### src/rtl/end_state_ctrl.sv
// End-of-battle sequencer: freezes play when an HP hits zero, shows the win/lose banner,
// and issues a single restart pulse after Enter is pressed and released. Define END_BLINK_EN to blink the banner.
module end_state_ctrl #(
    parameter int unsigned DELAY_FRAMES = 60,
    parameter int unsigned BLINK_FRAMES = 30,
    parameter logic [7:0]  ENTER_KEY    = 8'h28
) (
    input  logic       Clk,
    input  logic       Reset_n,
    input  logic       frame_clk,
    input  logic [3:0] status_in,
    input  logic [7:0] player_hp,
    input  logic [7:0] boss_hp,
    input  logic [7:0] keycode,
    output logic [3:0] status,
    output logic       freeze,
    output logic       banner_on,
    output logic       restart
);

    typedef enum logic [2:0] {
        S_PLAY,
        S_DELAY,
        S_WIN,
        S_LOSE,
        S_RELEASE,
        S_REARM
    } state_t;

    localparam logic [7:0] L_DELAY_LAST = 8'(DELAY_FRAMES - 1);
    localparam logic [7:0] L_BLINK_LAST = 8'(BLINK_FRAMES - 1);

    state_t     r_state;
    state_t     w_state_next;
    logic [7:0] r_cnt;
    logic [7:0] w_cnt_next;
    logic       r_lose;
    logic       w_lose_next;
    logic [3:0] r_status;
    logic [3:0] w_status_next;
    logic       r_freeze;
    logic       w_freeze_next;
    logic       r_banner;
    logic       w_banner_next;
    logic       r_restart;
    logic       w_restart_next;

    logic       r_fc_s1;
    logic       r_fc_s2;
    logic       r_fc_d;
    logic       r_tick;

    logic       w_battle;
    logic [3:0] w_end_status;
    logic       w_in_end;
    logic       w_banner_adv;

    // frame_clk crosses into Clk here; r_tick is a one-cycle pulse per vsync rising edge
    always_ff @(posedge Clk or negedge Reset_n) begin
        if (!Reset_n) begin
            r_fc_s1 <= 1'b0;
            r_fc_s2 <= 1'b0;
            r_fc_d  <= 1'b0;
            r_tick  <= 1'b0;
        end else begin
            r_fc_s1 <= frame_clk;
            r_fc_s2 <= r_fc_s1;
            r_fc_d  <= r_fc_s2;
            r_tick  <= r_fc_s2 & ~r_fc_d;
        end
    end

    assign w_battle     = (status_in != 4'd0) && (status_in <= 4'd5);
    assign w_end_status = r_lose ? 4'd7 : 4'd6;
    assign w_in_end     = (r_state == S_WIN) || (r_state == S_LOSE) || (r_state == S_RELEASE);

`ifdef END_BLINK_EN
    logic [7:0] r_blink_cnt;
    logic [7:0] w_blink_cnt_adv;

    always_comb begin
        w_blink_cnt_adv = r_blink_cnt;
        w_banner_adv    = r_banner;
        if (r_tick) begin
            if (r_blink_cnt == L_BLINK_LAST) begin
                w_blink_cnt_adv = 8'd0;
                w_banner_adv    = ~r_banner;
            end else begin
                w_blink_cnt_adv = r_blink_cnt + 8'd1;
            end
        end
    end

    // Held at zero outside the end screen so every banner starts a fresh half-period
    always_ff @(posedge Clk or negedge Reset_n) begin
        if (!Reset_n) begin
            r_blink_cnt <= 8'd0;
        end else begin
            r_blink_cnt <= w_in_end ? w_blink_cnt_adv : 8'd0;
        end
    end
`else
    logic w_unused_blink;
    assign w_unused_blink = ^L_BLINK_LAST;
    assign w_banner_adv   = 1'b1;
`endif

    always_ff @(posedge Clk or negedge Reset_n) begin
        if (!Reset_n) begin
            r_state   <= S_PLAY;
            r_cnt     <= 8'd0;
            r_lose    <= 1'b0;
            r_status  <= 4'd0;
            r_freeze  <= 1'b0;
            r_banner  <= 1'b0;
            r_restart <= 1'b0;
        end else begin
            r_state   <= w_state_next;
            r_cnt     <= w_cnt_next;
            r_lose    <= w_lose_next;
            r_status  <= w_status_next;
            r_freeze  <= w_freeze_next;
            r_banner  <= w_banner_next;
            r_restart <= w_restart_next;
        end
    end

    // Outputs are computed for the next state so they register together with it
    always_comb begin
        w_state_next   = r_state;
        w_cnt_next     = r_cnt;
        w_lose_next    = r_lose;
        w_status_next  = r_status;
        w_freeze_next  = r_freeze;
        w_banner_next  = r_banner;
        w_restart_next = 1'b0;

        case (r_state)
            S_PLAY: begin
                w_status_next = status_in;
                w_freeze_next = 1'b0;
                w_banner_next = 1'b0;
                if (w_battle && ((player_hp == 8'd0) || (boss_hp == 8'd0))) begin
                    w_lose_next   = (player_hp == 8'd0);
                    w_state_next  = S_DELAY;
                    w_cnt_next    = 8'd0;
                    w_freeze_next = 1'b1;
                end
            end
            S_DELAY: begin
                w_freeze_next = 1'b1;
                w_banner_next = 1'b0;
                if (r_tick) begin
                    if (r_cnt == L_DELAY_LAST) begin
                        w_state_next  = r_lose ? S_LOSE : S_WIN;
                        w_cnt_next    = 8'd0;
                        w_status_next = w_end_status;
                        w_banner_next = 1'b1;
                    end else begin
                        w_cnt_next = r_cnt + 8'd1;
                    end
                end
            end
            S_WIN, S_LOSE: begin
                w_status_next = w_end_status;
                w_freeze_next = 1'b1;
                w_banner_next = w_banner_adv;
                if (keycode == ENTER_KEY) begin
                    w_state_next = S_RELEASE;
                end
            end
            S_RELEASE: begin
                w_status_next = w_end_status;
                w_freeze_next = 1'b1;
                w_banner_next = w_banner_adv;
                if (keycode != ENTER_KEY) begin
                    w_state_next   = S_REARM;
                    w_restart_next = 1'b1;
                    w_status_next  = status_in;
                    w_freeze_next  = 1'b0;
                    w_banner_next  = 1'b0;
                end
            end
            S_REARM: begin
                // Wait for the title screen so a stale zero HP cannot retrigger the end screen
                w_status_next = status_in;
                w_freeze_next = 1'b0;
                w_banner_next = 1'b0;
                if (status_in == 4'd0) begin
                    w_state_next = S_PLAY;
                end
            end
            default: begin
                w_state_next = S_PLAY;
            end
        endcase
    end

    assign status    = r_status;
    assign freeze    = r_freeze;
    assign banner_on = r_banner;
    assign restart   = r_restart;

endmodule
### config.mk
export PLATFORM = sky130hd
export DESIGN_NAME = end_state_ctrl
export DESIGN_NICKNAME = d
export VERILOG_FILES = /design/src/rtl/end_state_ctrl.sv
export SDC_FILE = /design/constraint.sdc
export NUM_CORES = 1
export LEC_CHECK = 0
export CAP_MARGIN = 20
export CORE_MARGIN = 1.5
export CORE_UTILIZATION = 41
export DETAILED_ROUTE_END_ITERATION = 8
export PLACE_DENSITY = 0.79
export SYNTH_ARGS = -nofsm -noshare
export SYNTH_HDL_FRONTEND = slang
export SYNTH_SLANG_ARGS = --single-unit
### constraint.sdc
create_clock -name Clk -period 1.6 [get_ports Clk]
set_clock_uncertainty 0.05 [all_clocks]
set_input_delay 0.32 -clock Clk [delete_from_list [all_inputs] [get_ports Clk]]
set_output_delay 0.32 -clock Clk [all_outputs]
set_load 0.02 [all_outputs]
==> metrics.yaml, run 1 <==
numClockSinks: 23
crit_path_end_kind: "register"
failed_checks: "setup timing"
fmax_mhz: 606
p_per_area_nw_per_um2: 818
clockRootBuffer: "clkbuf_4"
synth_top_cell_area_share_pct: 46.2
grt_max_degree: 24
pin_count: 38
insertedDiodeCount: 0
place_area_um2: 1790
synth_cell_types: 42
core_area_um2: 2830
slew_headroom_pct: 79.9
place_inst: 204
drive_gt1_share_pct: 26.6
design.die.area_um2: 3380
path_max_fanout: 4
cellLeakagePower_uw: 0.000971
drt_pass1_iterations: 7
final_area_um2: 1930
hold_class: "primary input to async pin"
gp_congestion: 0.876
ys.flop_type: "dfrtp_1"
grt_usage_pct: 20.8
final_nets: 217
clockBufferDepth: 2
clk_pin_slew_ps: 130
first_iter_violations: 32
synth_most_common_cell: "dfrtp_1"
synth_edf_count: 0
rows: 19
hold_slack_ps: 286
tritoncts.num_buffers: 3
grt_pass1_wl_um: 5490
ys.warnings.count: 0
synth_area_um2: 1250
drv_cap: 0
netlist_top_cells_area: "dfrtp_1 (46%), nand2_1 (3.9%), a21oi_1 (2.8%)"
synthTopCellsByCount: "dfrtp_1 (23), nand2_1 (13), a21oi_1 (7), o21ai_0 (6)"
timing.final.ws_setup_ps: -48.9
synthArstFlopShare_pct: 100
via_count: 1207
io_buffers: 37
finalNonFillerCells: 215
routed_wl_um: 3300
htree_levels: 1
vdd_drop_max_uv: 529
critPathLaunchType: "register"
die_w_um: 58.1
vias_per_cell: 5.61
synth.net_count: 151
ant_nets: 0
period_share_pct: 103
grt_pass1_vias: 1263
syn_inst: 119
syn_avg_cell_area_um2: 10.5
syn_to_final_growth_pct: 55.2
hpwl_um: 2410
cts_tree: "built"
drc: 0
insertion_delay_ps: 310
cp.arrival_ps: 1860
ys_ff_latch: 23
post-route-min-period_ps: 1650
worstMarginPinSlew_ps: 301
antenna_found_initial: 0
wl_per_cell_um: 15.3
tns_ps: -119
fp.dieH_um: 58.1
drv_slew: 0
worstSetupPathType: "register to register"
nFillCells: 203
required_ps: 1810
pre_cts_slack_ps: -443
ff_latch_area_um2: 577
r2r_slack_ps: -50
multi_input_area_um2: 694
ff2ff_path_depth: 6
setup_viol: 4
overflow: 0
initial_core_util_pct: 44.1
status: "finished with violations"
ys_seq_area_share_pct: 46.2
hold_viol_final: 0
yosysTopAreaCell: "dfrtp_1"
rsz0062_at_grt: "yes"
kinds of logic after synthesis:
kind of cell / synth area share [%]
buffers and inverters: 2.51
DFF: 46.2
xor gates and xnor gates: 0.703
AOI/OAI and AO/OA: 22.1
adders and majority gates: 1.00
muxes: 4.32
and+or+nand+nor: 23.2
layer usage:
layer	GRT usage, %	routed length (um)	part of all wire (%)
met5	0	0	0
met4	7.31	46	1.4
met2	36.0	1680	51
met1	26.9	1420	43
met3	2.23	144	4.4
path summary, 6_finish.rpt:
check / from / endpoint
max in group asynchronous: Reset_n / r_state[2]
min: Reset_n / r_cnt[0]
min in group Clk: status_in[2] / status[2]
max reg2reg: r_cnt[1] / status[1]
max: r_cnt[1] / status[1]
min reg2reg: r_fc_s1 / r_fc_s2
worst max-delay path, stage by stage (launching register included):
cell and delay (ps):
dfrtp_1 390, ha_2 190, nor4b_4 270, nand3_2 170
buf_6 150, a22oi_2 220, o22a_1 160
layout make-up:
type                       count  share of cell area (%)
clock inverter                 1                   0.259
sequential                    23                    29.8
multi-input combinational     90                    35.9
inverter                       3                   0.582
tap                           31                    2.01
clock buffer                   3                    1.16
timing repair buffer          64                    30.3
report_power, final:
part / total (uW) / internal, uW / switching [uW]
sequential: 725 / 661 / 64.5
combinational: 584 / 307 / 278
clock: 273 / 93.5 / 180
through the flow:
step | total power, uW | utilization [%]
finish | 1580 | 68.4
global route | 1670 | 68.4
CTS | 1570 | 66.1
detailed placement | 1320 | 63.2
global placement | 1300 | 63.2
floorplan | 1010 | -
flip-flops by register name, indices dropped and copies added (netlist names):
| name | flops |
|---|---|
| r_fc_s2 | 1 |
| restart | 1 |
| r_fc_s1 | 1 |
| r_tick | 1 |
| r_fc_d | 1 |
| banner_on | 1 |
| r_cnt | 8 |
| freeze | 1 |
| r_lose | 1 |
| r_state | 3 |
| status | 4 |
timing repair:
item / in CTS / in global routing
buffers inserted: 4 / 3
gates resized for setup: 26 / 16
hold buffers: 0 / 0
endpoints found under the setup margin: 16 / 14
pin swaps: 17 / 9
cell usage in the layout (no fill, tap or decap), types with 3 or more instances in the layout:
cell,instances
nor3b_1,3
clkdlybuf4s50_1,8
o22a_1,3
clkbuf_4,3
nor4b_4,3
nor4_1,4
inv_1,3
nor3_1,5
dfrtp_1,22
dlymetal6s2s_1,12
nand2_1,11
a21oi_1,7
o21ai_0,5
dlygate4sd2_1,17
and3_1,5
buf_4,26
nor2_1,4
Note: power is estimated with default switching activity, not from simulation.
==> run 2: changes to the inputs <==
--- a/config.mk
+++ b/config.mk
@@ -9,6 +9,8 @@
 export CORE_MARGIN = 1.5
 export CORE_UTILIZATION = 41
 export DETAILED_ROUTE_END_ITERATION = 8
+export GPL_TIMING_DRIVEN = 0
+export MAX_ROUTING_LAYER = met4
 export PLACE_DENSITY = 0.79
 export SYNTH_ARGS = -nofsm -noshare
 export SYNTH_HDL_FRONTEND = slang
==> run 2 against run 1 <==
Against the previous run:
- the run still ends with setup timing left
- final area grew 3.1%
- setup slack lost 60 ps
- die area is the same
- critical endpoint is now r_cnt[5]
- critical path type is now primary input to register
- power grew 0.52%
- wire length grew 13%
- utilization grew 2.1 points
- combinational power shrank 7.5%
- non-clock buffer count shrank 3
- fmax shrank 3.5%
- global-route usage grew 0.10 points
- first-iteration DRC count grew 13%
==> metrics.yaml, run 2 (synthesis results as in run 1) <==
final_nets: 214  # -1.4%
first_iter_violations: 36  # +13%
layout_common_cells: "dfrtp_1 (21), dlygate4sd2_1 (18), buf_4 (17)"
worstMarginPinSlew_ps: 357  # +55.3 ps
setup_viol: 9  # +5
crit_path_end_kind: "register"
post-route-min-period_ps: 1710  # +60.1 ps
cts_tree: "built"
timing.final.ws_setup_ps: -109  # -60.1 ps
drv_slew: 0  # unchanged
grt_util_met3_pct: 2.90  # +0.67 points
via_count: 1253  # +3.8%
hold_viol_final: 0  # unchanged
antenna_found_initial: 0  # unchanged
clk_pin_slew_ps: 140  # about the same
worstSetupPathType: "primary input to register"
die_w_um: 58.1  # unchanged
r2r_slack_ps: -70  # -20 ps
grt_pass1_wl_um: 5180  # -5.5%
grt_usage_pct: 20.9  # +0.10 points
gp_congestion: 0.874  # -0.22%
fp.dieH_um: 58.1  # unchanged
fmax_mhz: 585  # -3.5%
cp_cell_sequence: "clkdlybuf4s50_1 -> nor4_1 -> nand2_1 -> a21oi_4 -> a22oi_4 -> buf_6 -> a22o_1"
use_met1_pct: 24.6  # -2.3 points
rsz0062_at_grt: "yes"
total_power_uw: 1590  # +0.52%
drive_gt1_share_pct: 32.6  # +6.0 points
insertedDiodeCount: 0  # unchanged
hold_class: "primary input to async pin"
largest_register_ffs: 8  # unchanged
layout_commonest_cell: "dfrtp_1"
routed_wl_um: 3740  # +13%
period_share_pct: 107  # +3.8 points
core_area_um2: 2830  # unchanged
critPathLaunchType: "primary input"
numClockSinks: 23  # unchanged
vdd_drop_max_uv: 611  # +16%
place_inst: 187  # -8.3%
cellLeakagePower_uw: 0.000924  # -4.9%
use_met2_pct: 34.9  # -1.1 points
hold_slack_ps: 129  # -157 ps
tritoncts.num_buffers: 3  # unchanged
overflow: 0  # unchanged
clockBufferDepth: 2  # unchanged
drc: 0  # unchanged
path_max_fanout: 7  # +3
slowest_delay_ps: 410  # +20 ps
cp.arrival_ps: 1910  # +50 ps
rows: 19  # unchanged
design.die.area_um2: 3380  # unchanged
failed_checks: "setup timing"
tns_ps: -476  # -357 ps
hold_buffers: 0  # unchanged
p_int_uw: 1020  # -3.5%
insertion_delay_ps: 340  # +30 ps
grt_busiest_layer: "met2"
drt_pass1_iterations: 6  # -1
status: "finished with violations"
clockRootBuffer: "clkbuf_4"
comb_power_share_pct: 33.9  # -3.0 points
htree_levels: 1  # unchanged
clock_power_share_pct: 18.5  # +1.2 points
p_per_area_nw_per_um2: 798  # -2.5%
ff2ff_path_depth: 6  # unchanged
syn_to_final_growth_pct: 60.0
pre_cts_slack_ps: -518  # -75.5 ps
pin_count: 38  # unchanged
cp_slowest_cell: "clkdlybuf4s50_1"
required_ps: 1800  # about the same
io_buffers: 37  # unchanged
slew_headroom_pct: 76.1  # -3.8 points
vias_per_cell: 5.91  # +5.3%
hpwl_um: 2140  # -11%
largest_register: "r_cnt"
finalNonFillerCells: 212  # -1.4%
seq_power_share_pct: 47.6  # +1.8 points
drv_cap: 0  # unchanged
switchingPower_uw: 567  # +8.7%
switching_share_pct: 35.7  # +2.7 points
grt_pass1_vias: 1183  # -6.3%
grt_max_degree: 24  # unchanged
wl_per_cell_um: 17.6  # +15%
initial_core_util_pct: 44.1  # unchanged
nFillCells: 193  # -4.9%
ant_nets: 0  # unchanged
## run 2: changes by cell type in the layout (fill, tap and decap cells not counted), moves of 2 or more
| cell | before | now |
|---|---|---|
| a21oi_1 | 7 | 5 |
| dlymetal6s2s_1 | 12 | 6 |
| buf_6 | 1 | 4 |
| nor2_2 | 0 | 2 |
| and3_1 | 5 | 3 |
| buf_4 | 26 | 17 |
| nand2_4 | 0 | 2 |
| nor2_1 | 4 | 2 |
| clkinvlp_4 | 0 | 2 |
| clkdlybuf4s50_1 | 8 | 13 |
## run 2: what timing repair did
| item | 4_1_cts | 5_1_grt |
|---|---|---|
| resized for setup | 28 | 32 |
| endpoints found under the setup margin | 16 | 14 |
| endpoints found under the hold margin | 0 | 0 |
| pin swaps | 14 | 21 |
| buffers inserted | 13 | 7 |
## run 2: power by group through the flow
stage	clock (uW)	sequential (uW)	combinational [uW]
final	294	757	540
after detailed placement	0	759	459
after global routing	325	768	575
after global placement	0	752	449
after CTS	291	748	463
after floorplan	0	782	223
## run 2: layer usage
layer	routed length, um	vias up
met5	0	-
met4	81	0
met3	171	7
met2	2050	50
met1	1440	620
li1	-	576
## run 2: worst paths after layout
kind | start | to
min in group Clk | r_fc_s1 | r_fc_s2
worst max register to register | r_cnt[2] | r_cnt[2]
worst min-delay path | Reset_n | r_cnt[3]
worst min register to register | r_fc_s1 | r_fc_s2
worst max-delay path | player_hp[3] | r_cnt[5]
max in group asynchronous | Reset_n | r_state[2]
## run 2: layout make-up
type,instances,area [um^2],area share [%]
buffer,3,21.3,1.07
clock buffer,3,22.5,1.13
clock inverter,1,7.51,0.376
inverter,3,15.0,0.753
multi-input combinational,90,772,38.7
sequential,23,578,29.0
tap,31,38.8,1.94
timing repair buffer,58,539,27.0
## run 2: stage by stage
| stage | instance area, um^2 | utilization (%) |
|---|---|---|
| floorplan | 1250 | - |
| global placement | 1660 | 58.6 |
| detailed placement | 1660 | 58.6 |
| CTS | 1820 | 64.2 |
| global route | 1990 | 70.5 |
| finish | 1990 | 70.5 |
## run 2: worst max-delay path, delay by kind of cell
family / cells / cell delay, ps
buf+inv: 2 / 570
simple gates: 2 / 460
compound gates: 3 / 540
==> run 3: changes to the inputs <==
--- a/config.mk
+++ b/config.mk
@@ -12,6 +12,7 @@
 export GPL_TIMING_DRIVEN = 0
 export MAX_ROUTING_LAYER = met4
 export PLACE_DENSITY = 0.79
+export SLEW_MARGIN = 20
 export SYNTH_ARGS = -nofsm -noshare
 export SYNTH_HDL_FRONTEND = slang
 export SYNTH_SLANG_ARGS = --single-unit
==> run 3 against run 2 <==
Against the previous run:
- the run ends with DRC, setup timing left
- clock power is essentially flat
- flip-flop and latch count unchanged
- worst hold slack better by 200 ps
- highest routed layer unchanged
==> metrics.yaml, run 3 (synthesis results as in run 1) <==
gp_congestion: 0.874  # unchanged
period_share_pct: 107  # +0.21 points
clockBufferDepth: 2  # unchanged
grt_pass1_vias: 1183  # unchanged
drc: 1  # +1
tns_ps: -564  # -88.0 ps
htree_levels: 1  # unchanged
worstMarginPinSlew_ps: 512  # +156 ps
fp.dieH_um: 58.1  # unchanged
path_buf_inv: 2  # unchanged
rows: 19  # unchanged
hold_viol_final: 0  # unchanged
post-route-min-period_ps: 1710  # +3.28 ps
pin_count: 38  # unchanged
die_w_um: 58.1  # unchanged
grt_pass1_wl_um: 5180  # unchanged
insertedDiodeCount: 0  # unchanged
critPathLaunchType: "primary input"
crit_start: "player_hp[3]"
antenna_found_initial: 0  # unchanged
numClockSinks: 23  # unchanged
fmax_mhz: 584  # -0.19%
final_nets: 214  # unchanged
grt_max_degree: 24  # unchanged
cts_tree: "built"
first_iter_violations: 44  # +22%
layout_common_cells: "dfrtp_1 (21), dlygate4sd2_1 (18), buf_4 (17)"
slew_headroom_pct: 65.9  # -10 points
min_from: "r_fc_s1"
setup_viol: 10  # +1
routed_wl_um: 3650  # -2.3%
cp_slowest_cell: "clkdlybuf4s50_1"
drt_pass1_iterations: 6  # unchanged
design.die.area_um2: 3380  # unchanged
path_max_fanout: 7  # unchanged
p_per_area_nw_per_um2: 793  # -0.60%
tritoncts.num_buffers: 3  # unchanged
initial_core_util_pct: 44.1  # unchanged
rsz0062_at_grt: "yes"
drive_gt1_share_pct: 32.6  # unchanged
io_buffers: 37  # unchanged
ant_nets: 0  # unchanged
hold_class: "register to register"
clockRootBuffer: "clkbuf_4"
hpwl_um: 2140  # unchanged
timing.final.ws_setup_ps: -112  # -3.28 ps
clk_pin_slew_ps: 140  # about the same
slowest_delay_ps: 410  # about the same
place_area_um2: 1660  # unchanged
reg2reg_from: "r_cnt[1]"
vias_per_cell: 6.03  # +2.0%
required_ps: 1790  # about the same
drv_slew: 0  # unchanged
largest_register: "r_cnt"
vdd_drop_max_uv: 524  # -14%
failed_checks: "DRC, setup timing"
cellLeakagePower_uw: 0.000920  # -0.36%
crit_family: "buffers and inverters"
wl_per_cell_um: 17.2  # -2.3%
layout_commonest_cell: "dfrtp_1"
nFillCells: 192  # -0.52%
drv_cap: 0  # unchanged
cp.arrival_ps: 1900  # about the same
cp_cell_sequence: "clkdlybuf4s50_1 -> nor4_1 -> nand2_1 -> a21oi_4 -> a22oi_4 -> buf_6 -> a22o_1"
crit_path_end_kind: "register"
largest_register_ffs: 8  # unchanged
final_area_um2: 1980  # -0.50%
core_area_um2: 2830  # unchanged
status: "finished with violations"
overflow: 0  # unchanged
worstSetupPathType: "primary input to register"
syn_to_final_growth_pct: 59.2
insertion_delay_ps: 330  # about the same
grt_usage_pct: 20.9  # unchanged
via_count: 1278  # +2.0%
[run 3: cell types whose count changed in the layout (fill, tap and decap cells not counted)]
cell / previous run / this run
dlygate4sd3_1: 0 / 1
clkdlybuf4s50_1: 13 / 12
buf_8: 1 / 0
buf_2: 1 / 2
[run 3: final timing paths]
check,end,slack [ps],cells past startpoint
setup / recovery,r_cnt[5],-110,7
hold / removal,r_fc_s2,330,0
setup reg to reg,r_cnt[1],-80,6
hold reg to reg,r_fc_s2,330,0
max in group asynchronous,r_state[2],690,2
min in group asynchronous,status[1],420,2
[run 3: repair_timing]
action / in CTS / in global routing
endpoints found under the setup margin: 16 / 14
hold buffers: 0 / 1
pin swaps: 14 / 22
resized for setup: 28 / 32
hold endpoints to repair: 0 / 23
buffers inserted: 13 / 7
[run 3: worst reg2reg max path: stages, from the launching register on]
cell and delay (ps):
dfrtp_1 430, ha_4 170, nor4b_4 290, buf_4 190
nand2_4 60, and3_4 150, mux2_2 250
[run 3: cell type report]
cell class	count	area [um^2]	area share [%]
flip-flops and latches	23	578	29.1
well taps	31	38.8	1.95
plain buffers	3	21.3	1.07
inverters	3	15.0	0.757
repair buffers	58	529	26.7
clock inverters	1	7.51	0.378
clock buffers	3	22.5	1.13
multi-input cells	90	772	38.9
[run 3: layer usage]
metal / vias up / GRT usage, % / wire length, um
li1: 579 / - / -
met1: 630 / 24.6 / 1410
met3: 10 / 2.90 / 193
met2: 59 / 34.9 / 1960
met5: - / - / 0
met4: 0 / 10.3 / 92
[run 3: power breakdown]
| part | internal, uW | switching [uW] | total, uW |
|---|---|---|---|
| combinational | 263 | 262 | 525 |
| sequential | 660 | 97.6 | 758 |
| clock | 95.8 | 195 | 291 |
| total | 1020 | 555 | 1570 |
[run 3: per-stage QoR]
step | std cells | worst slack [ps] | hold WS, ps | total power, uW | utilization, %
2_1_floorplan | 119 | 20.2 | -25.6 | 1010 | -
3_3_place_gp | 187 | -460 | 287 | 1200 | 58.6
3_5_place_dp | 187 | -518 | 297 | 1220 | 58.6
4_1_cts | 204 | -30.7 | 333 | 1500 | 64.2
5_1_grt | 212 | -153 | 341 | 1650 | 70.1
6_report | 212 | -112 | 333 | 1570 | 70.1
